--- config.mk ---
export PLATFORM = sky130hd
export DESIGN_NAME = cache_ctrl
export DESIGN_NICKNAME = d
export VERILOG_FILES = /design/src/rtl/cache_pkg.sv /design/src/rtl/cache_ctrl.sv
export SDC_FILE = /design/constraint.sdc
export NUM_CORES = 1
export LEC_CHECK = 0
export CAP_MARGIN = 30
export CORE_AREA = 2 2 129 131
export DETAILED_ROUTE_END_ITERATION = 12
export DIE_AREA = 0 0 131 133
export HOLD_SLACK_MARGIN = 0.05
export PLACE_DENSITY_LB_ADDON = 0.1
export RECOVER_POWER = 25
export SYNTH_ARGS = -nofsm -noshare
export SYNTH_HDL_FRONTEND = slang
export SYNTH_SLANG_ARGS = --single-unit
--- constraint.sdc ---
create_clock -name clk -period 4.08 [get_ports clk]
set_clock_uncertainty 0.1 [all_clocks]
set_input_delay 0.612 -clock clk [delete_from_list [all_inputs] [get_ports clk]]
set_output_delay 0.612 -clock clk [all_outputs]
set_load 0.02 [all_outputs]
--- src/rtl/cache_pkg.sv ---
// Shared constants for the cache management FSM: address field layout,
// state encoding, load/store width codes and the line-word address helper.
package cache_pkg;

    localparam int ADDR_BITS       = 32;
    localparam int TAG_BITS        = 23;
    localparam int SET_INDEX_WIDTH = 5;
    localparam int WORD_SEL_WIDTH  = 2;
    localparam int BYTE_SEL_WIDTH  = 2;
    localparam int LINE_WORDS      = 4;

    localparam int WORD_LSB  = BYTE_SEL_WIDTH;
    localparam int INDEX_LSB = WORD_LSB + WORD_SEL_WIDTH;
    localparam int TAG_LSB   = INDEX_LSB + SET_INDEX_WIDTH;

    localparam logic [WORD_SEL_WIDTH-1:0] LAST_WORD = WORD_SEL_WIDTH'(LINE_WORDS - 1);

    localparam logic [2:0] S_IDLE     = 3'd0;
    localparam logic [2:0] S_CHECK    = 3'd1;
    localparam logic [2:0] S_PRE_BACK = 3'd2;
    localparam logic [2:0] S_BACK     = 3'd3;
    localparam logic [2:0] S_FILL     = 3'd4;
    localparam logic [2:0] S_WAIT     = 3'd5;

    localparam logic [2:0] UBHW_B  = 3'b000;
    localparam logic [2:0] UBHW_H  = 3'b001;
    localparam logic [2:0] UBHW_W  = 3'b010;
    localparam logic [2:0] UBHW_BU = 3'b100;
    localparam logic [2:0] UBHW_HU = 3'b101;

    function automatic logic [ADDR_BITS-1:0] line_word_addr(
        input logic [TAG_BITS-1:0]        tag,
        input logic [SET_INDEX_WIDTH-1:0] index,
        input logic [WORD_SEL_WIDTH-1:0]  word
    );
        line_word_addr = {tag, index, word, {BYTE_SEL_WIDTH{1'b0}}};
    endfunction

endpackage

--- src/rtl/cache_ctrl.sv ---
// Cache management FSM: lookup/stall sequencing, dirty-victim writeback and
// 4-word line refill between the CPU memory stage and a 2-way data cache.
module cache_ctrl
    import cache_pkg::*;
(
    input  logic                  clk,
    input  logic                  rst,
    input  logic [ADDR_BITS-1:0]  addr_rw,
    input  logic                  en_r,
    input  logic                  en_w,
    input  logic [2:0]            u_b_h_w,
    input  logic [31:0]           data_w,
    output logic [31:0]           data_r,
    output logic                  stall,
    output logic [ADDR_BITS-1:0]  cache_addr,
    output logic                  cache_load,
    output logic                  cache_store,
    output logic                  cache_edit,
    output logic                  cache_invalid,
    output logic [31:0]           cache_din,
    output logic [2:0]            cache_u_b_h_w,
    input  logic                  cache_hit,
    input  logic [31:0]           cache_dout,
    input  logic                  cache_valid,
    input  logic                  cache_dirty,
    input  logic [TAG_BITS-1:0]   cache_tag,
    output logic                  mem_cs_o,
    output logic                  mem_we_o,
    output logic [ADDR_BITS-1:0]  mem_addr_o,
    output logic [31:0]           mem_data_o,
    input  logic [31:0]           mem_data_i,
    input  logic                  mem_ack_i
);

    logic [2:0]                 state_r;
    logic [WORD_SEL_WIDTH-1:0]  word_cnt_r;
    logic [TAG_BITS-1:0]        victim_tag_r;
    logic [ADDR_BITS-1:0]       req_addr_r;

    logic                       req_s;
    logic [TAG_BITS-1:0]        req_tag_s;
    logic [SET_INDEX_WIDTH-1:0] req_index_s;
    logic [ADDR_BITS-1:0]       fill_addr_s;
    logic [ADDR_BITS-1:0]       back_addr_s;
    logic [ADDR_BITS-1:0]       victim_rd_addr_s;
    logic [ADDR_BITS-1:0]       set_addr_s;

    // The miss address is latched so a request dropped mid-miss still refills the right line.
    assign req_s            = en_r | en_w;
    assign req_tag_s        = req_addr_r[ADDR_BITS-1:TAG_LSB];
    assign req_index_s      = req_addr_r[TAG_LSB-1:INDEX_LSB];
    assign fill_addr_s      = line_word_addr(req_tag_s, req_index_s, word_cnt_r);
    assign back_addr_s      = line_word_addr(victim_tag_r, req_index_s, word_cnt_r);
    assign victim_rd_addr_s = line_word_addr({TAG_BITS{1'b0}}, req_index_s, word_cnt_r);
    assign set_addr_s       = line_word_addr(req_tag_s, req_index_s, {WORD_SEL_WIDTH{1'b0}});

    assign stall = req_s & ~((state_r == S_CHECK) & cache_hit);

    // Cache strobes and memory port, decoded from the current state.
    always_comb begin
        cache_addr    = addr_rw;
        cache_load    = 1'b0;
        cache_store   = 1'b0;
        cache_edit    = 1'b0;
        cache_invalid = 1'b0;
        cache_din     = data_w;
        cache_u_b_h_w = u_b_h_w;
        mem_cs_o      = 1'b0;
        mem_we_o      = 1'b0;
        mem_addr_o    = fill_addr_s;
        mem_data_o    = cache_dout;
        if (!rst) begin
            // A reset landing mid-refill or mid-writeback must not leave a partial line valid.
            if ((state_r == S_FILL) || (state_r == S_BACK)) begin
                cache_invalid = 1'b1;
                cache_addr    = set_addr_s;
            end else begin
                cache_invalid = 1'b0;
            end
        end else begin
            case (state_r)
                S_IDLE: begin
                    cache_load = en_r & ~en_w;
                    cache_edit = en_w;
                end
                S_CHECK: begin
                    cache_addr = req_addr_r;
                end
                S_PRE_BACK: begin
                    cache_addr = victim_rd_addr_s;
                end
                S_BACK: begin
                    cache_addr = victim_rd_addr_s;
                    mem_cs_o   = 1'b1;
                    mem_we_o   = 1'b1;
                    mem_addr_o = back_addr_s;
                end
                S_FILL: begin
                    mem_cs_o   = 1'b1;
                    mem_addr_o = fill_addr_s;
                    cache_addr = fill_addr_s;
                    if (mem_ack_i) begin
                        cache_store = 1'b1;
                        cache_din   = mem_data_i;
                    end else begin
                        cache_store = 1'b0;
                    end
                end
                S_WAIT: begin
                    cache_addr = addr_rw;
                end
                default: begin
                    cache_addr = addr_rw;
                end
            endcase
        end
    end

    // State, word counter, captured victim tag, miss address and CPU load data.
    always_ff @(posedge clk) begin
        if (!rst) begin
            state_r      <= S_IDLE;
            word_cnt_r   <= {WORD_SEL_WIDTH{1'b0}};
            victim_tag_r <= {TAG_BITS{1'b0}};
            req_addr_r   <= {ADDR_BITS{1'b0}};
            data_r       <= 32'h0000_0000;
        end else begin
            case (state_r)
                S_IDLE: begin
                    if (req_s) begin
                        req_addr_r <= addr_rw;
                        state_r    <= S_CHECK;
                    end
                end
                S_CHECK: begin
                    if (cache_hit) begin
                        if (en_r && !en_w) begin
                            data_r <= cache_dout;
                        end
                        state_r <= S_IDLE;
                    end else begin
                        victim_tag_r <= cache_tag;
                        word_cnt_r   <= {WORD_SEL_WIDTH{1'b0}};
                        state_r      <= (cache_valid && cache_dirty) ? S_PRE_BACK : S_FILL;
                    end
                end
                S_PRE_BACK: begin
                    state_r <= S_BACK;
                end
                S_BACK: begin
                    if (mem_ack_i) begin
                        word_cnt_r <= word_cnt_r + 2'd1;
                        state_r    <= (word_cnt_r == LAST_WORD) ? S_FILL : S_PRE_BACK;
                    end
                end
                S_FILL: begin
                    if (mem_ack_i) begin
                        word_cnt_r <= word_cnt_r + 2'd1;
                        if (word_cnt_r == LAST_WORD) begin
                            state_r <= S_WAIT;
                        end
                    end
                end
                S_WAIT: begin
                    state_r <= S_IDLE;
                end
                default: begin
                    state_r <= S_IDLE;
                end
            endcase
        end
    end

endmodule

== Word-level counts from Yosys, hierarchy flattened ==
Index checks and enable logic that the tools add are counted.
Operators by class
  add/subtract/negate cells: 1
  equality and inequality tests: 11
  muxes and demuxes: 32
  bitwise operators: 7
  reduce and logical (&&, ||, !) cells: 13
Operators with widths (number)
  $mux 32: 7
  $pmux 32 s3: 1
  $mux 3: 7
  $pmux 3 s5: 1
  $mux 1: 13
  $ne 2x2->1 const B: 4
  $eq 3x2->1 const B: 2
  $reduce_and 3->1: 2
  $mux 2: 2
  $ne 2x1->1 const B: 2
  $pmux 2 s2: 1
  $reduce_and 2->1: 2
  $reduce_and 4->1: 1
  $reduce_or 2->1: 2
  $and 1x1->1: 3
  $eq 3x1->1 const B: 1
  $eq 3x3->1 const B: 1
  $logic_not 3->1: 1
  $not 1->1: 3
  $add 2x1->2 const B: 1
  $eq 2x2->1 const B: 1
  $logic_and 1x1->1: 2
  $reduce_bool 2->1: 1
  $logic_not 1->1: 1
  other kinds (2): 2
Storage, ports and cells
  register bits: 92
  input bits: 162
  output and inout port bits: 170
  word-level logic and storage cells: 69

== Depth between registers and ports, before layout ==
  word-level depth: 4
  mapped depth: 6
  depth with buffers taken out: 5

== Worst setup path after synthesis ==
OpenSTA, ideal clock, no wires.
  path kind: input to output
  from: input rst
  to: output cache_addr[19]
  data arrival time: 1838 ps
  required time: 3368 ps
  slack: 1530 ps
  stages on the path: 6
  buffers on the path: 2
  cells stage by stage: buf_2 -> clkbuf_1 -> nor2_1 -> nand2_1 -> o21ai_0 -> a221oi_1
Between the ends
  word-level cells in the longest chain between the ends: 1
Ends and longest elaborated chain
  from (decl): RTL line cache_ctrl.sv:7  | input logic rst,
  $mux 32: RTL line cache_ctrl.sv:72  | if (!rst) begin
  to (decl): RTL line cache_ctrl.sv:15  | output logic [ADDR_BITS-1:0] cache_addr,
No other way between the ends.

== Worst setup path in the final report ==
  from: register state_r[1]
  to: output cache_addr[30]
Between the ends
  word-level cells in the longest chain between the ends: 4
  elaborated cells between the ends (all ways): 9
Ends and longest elaborated chain
  from (decl): RTL line cache_ctrl.sv:35  | logic [2:0] state_r;
  from (signal assigned): RTL line cache_ctrl.sv:144  | state_r <= (cache_valid && cache_dirty) ? S_PRE_BACK : S_FILL;
  from (signal assigned): RTL line cache_ctrl.sv:153  | state_r <= (word_cnt_r == LAST_WORD) ? S_FILL : S_PRE_BACK;
  $eq 3x2->1 (tied with other cells): RTL line cache_ctrl.sv:74, cache_ctrl.sv:81
  $reduce_or 2->1 (no line) / $logic_or 1x1->1 (equally long branches)
  $pmux 32 s3 / $mux 32 (equally long branches): RTL line cache_ctrl.sv:81, cache_ctrl.sv:74
  $mux 32 *: RTL line cache_ctrl.sv:72
Mark *: on every way between the ends. The rest lies on a longest branch, timed or not.

==> impl_metrics.yaml <==
sta:
  min_period_over_period: 0.940
  fmaxAchievable_mhz: 261
  finalWorstPathRequiredPeriod_ns: 3.84
  rsz0062_at_grt: "no"
  final_hold_viol_count: 0
  max_slew_margin: -0.0942
  finalHoldWorstSlack_ns: 0.347
  report.final.setup_viol: 0
  tightest_slew_ns: 1.64
  number_of_pins_exceeding_their_max_slew_limit_in_the_final_report: 33
  setup_tns_ns: 0
die:
  die-width_um: 131
  die_area_um2: 17400
  core-area_um2: 16200
  initial_utilization: 0.329
  top_level_ports: 332
  fp.dieH_um: 133
  number_of_core_rows: 47
worst_setup_path:
  crit_path_max_fo: 21
  critical_path_required_time_ns: 3.37
  worst-setup-path-type: "reg2out"
  cpLargestDelayFamily: "compound AO/OA/AOI/OAI gates"
  worst-endpoint-arrival_ns: 3.12
  cp-start-kind: "register"
  cpPeakStageDelay_ns: 0.92
  worstPathBufferInverterCount: 1
  timing.critical_path.slowest_stage_cell: "dfxtp_1"
  cp_cell_sequence: "xnor2_1 -> o21ai_2 -> a22o_1 -> clkdlybuf4s50_1"
  cp-end-kind: "output pin"
clock_network:
  cts_inserted_buffers: 9
  post_cts_resize_count: 0
  cts_max_level: 3
  post_cts_setup_buffer_count: 0
  clk_pin_slew_worst_paths_ns: 0.06
  number_of_clock_sinks_seen_by_cts: 92
  clock_tree.buffer_depth: 2
  clk_root_buffer_cell: "clkbuf_16"
  worst_skew_pair.late_latency_ns: 0.34
  tritoncts: "yes"
  cts-hold-fix-buffers: 0
logic_synthesis:
  synth_adder_area_share: 0.00235
  synth-async-reset-ratio: 0
  post_synth_instance_area_um2: 5310
  ys.flop_type: "dfxtp_1"
  syn-instance-count: 640
  post_synth_xor_area_fraction: 0.00165
  synth_sequential_area_ratio: 0.347
  yosysTopAreaCellShare: 0.347
  synth-warning-count: 0
  post_synth_num_cell_types: 49
  yosysTopAreaCell: "dfxtp_1"
  synth_edf_count: 0
  synth_top_family_by_area: "compound AO/OA/AOI/OAI gates"
  simple_gate_share_of_the_synthesized_area: 0.199
  synthMuxAreaShare: 0.130
  ys_seq_elements: 92
  avgSynthCellArea_um2: 8.30
  synth_area_leaders: "dfxtp_1 (35%), nand2_1 (14%), mux2_2 (13%)"
  synth-compound-area-share: 0.208
place:
  number_of_buffers_inserted_by_port_buffering: 323
  globalplace.congestion: 0.857
  dp_hpwl_um: 15000
finish:
  post_route_cells_drive_above_1_share: 0.107
  finish.net_count: 1062
  most_frequent_cells_in_the_layout: "clkdlybuf4s50_1 (272), nand2_1 (194), dfxtp_1 (92), mux2_2 (59), a21boi_0 (50)"
  sequential_cell_area_um2: 1840
  antennaDiodeCount: 0
  multi_input_comb_area_um2: 2880
  areaGrowthSynthToFinish_pct: 62.3
  mostFrequentLayoutCell: "clkdlybuf4s50_1"
  layout.filler_cells: 1497
detailed_routing:
  post_drt_via_cell_ratio: 4.79
  drc: 0
  detailedRoute.firstIterationViolations: 243
  route.detailed.wl_per_inst_um: 17.6
  via_count: 5386
  ant_nets: 0
  postRouteWirelength_um: 19800
  dr.pass1.iters: 4
flow_run:
  drv_cap: 1
worst_hold_path:
  hold_path_class: "reg2reg"
power:
  cellPowerDensity_nw_per_um2: 328
  static-leakage-power_nw: 3.33
  maximum_vdd_drop_uv: 232
grt:
  grt_total_ovfl: 0
  wire_length_of_the_first_global_routing_pass_um: 29000
  global_route_usage_over_all_layers: 0.220
  grt_antenna_before_repair: 0
  grt_start_max_net_pins: 110
  number_of_global_route_vias_before_repair: 5347
status:
  violations: "max-capacitance violations, max-slew violations"
  outcome: "finished, violations left"
-- synth_stat cells, types with 2 or more instances --
master,number
nand2_1,194
dfxtp_1,92
mux2_2,59
buf_4,50
a21boi_1,49
a21boi_0,40
nor2_1,18
o21ai_0,18
a22o_1,17
buf_2,17
clkbuf_1,15
a221oi_1,7
buf_6,5
nor2b_1,5
inv_1,4
nand2b_1,4
a21oi_1,3
o21ai_1,3
o22ai_1,3
a21oi_2,2
a32o_1,2
a32oi_1,2
and4b_1,2
nand3_2,2
nand4b_1,2
nor3b_4,2
-- metal layers --
layer	wire length, um	global-route usage
met5	0	0
met1	7310	0.235
met2	10700	0.414
met3	1360	0.0538
met4	369	0.0733
-- worst min-delay path, cell delays in order (launching register included) --
cell      delay (ns)
dfxtp_1         0.30
nand2_1         0.05
a21boi_1        0.05
-- sequential cells by signal, summed over array words and instances (netlist names) --
register,cells
data_r,32
req_addr_r,32
victim_tag_r,23
state_r,3
word_cnt_r,2
-- final cells by class --
| class | instances | area share |
|---|---|---|
| Clock inverter | 1 | 0.000580 |
| Clock buffer | 15 | 0.0322 |
| Inverter | 4 | 0.00174 |
| Tap cell | 220 | 0.0319 |
| Timing Repair Buffer | 335 | 0.386 |
| Sequential cell | 92 | 0.214 |
| Multi-Input combinational cell | 457 | 0.334 |
-- power breakdown --
group | internal, mW | leakage (nW) | switching, mW
combinational | 0.503 | 2.44 | 0.492
sequential | 0.957 | 0.750 | 0.0607
clock | 0.464 | 0.140 | 0.352
-- worst paths after layout --
kind | startpoint | to | slack, ns | cells after the start
worst max-delay path | state_r[1] | cache_addr[30] | 0.24 | 4
worst min register to register | data_r[27] | data_r[27] | 0.35 | 2
worst max register to register | state_r[0] | req_addr_r[17] | 1.18 | 5
worst min-delay path | data_r[27] | data_r[27] | 0.35 | 2
-- stage by stage --
stage / utilization / area, um^2 / cells / power [mW] / setup slack, ns
after floorplan: - / 5320 / 641 / 1.56 / 1.53
after global placement: 0.516 / 8350 / 1108 / 2.03 / 0.618
after detailed placement: 0.516 / 8350 / 1108 / 2.04 / 0.630
after CTS: 0.534 / 8630 / 1124 / 2.87 / 0.242
after global routing: 0.533 / 8630 / 1124 / 2.95 / 0.0804
final: 0.533 / 8630 / 1124 / 2.83 / 0.243
-- logic make-up (layout without fill, tap and decap cells) --
family | after synthesis | count (layout)
compound gates | 150 | 150
xor+xnor | 1 | 1
fa+ha+maj | 1 | 1
buf+inv | 92 | 355
flops | 92 | 92
mux | 61 | 61
other cells | 1 | 2
simple gates | 242 | 242
Power figures use the tool's default switching activity.
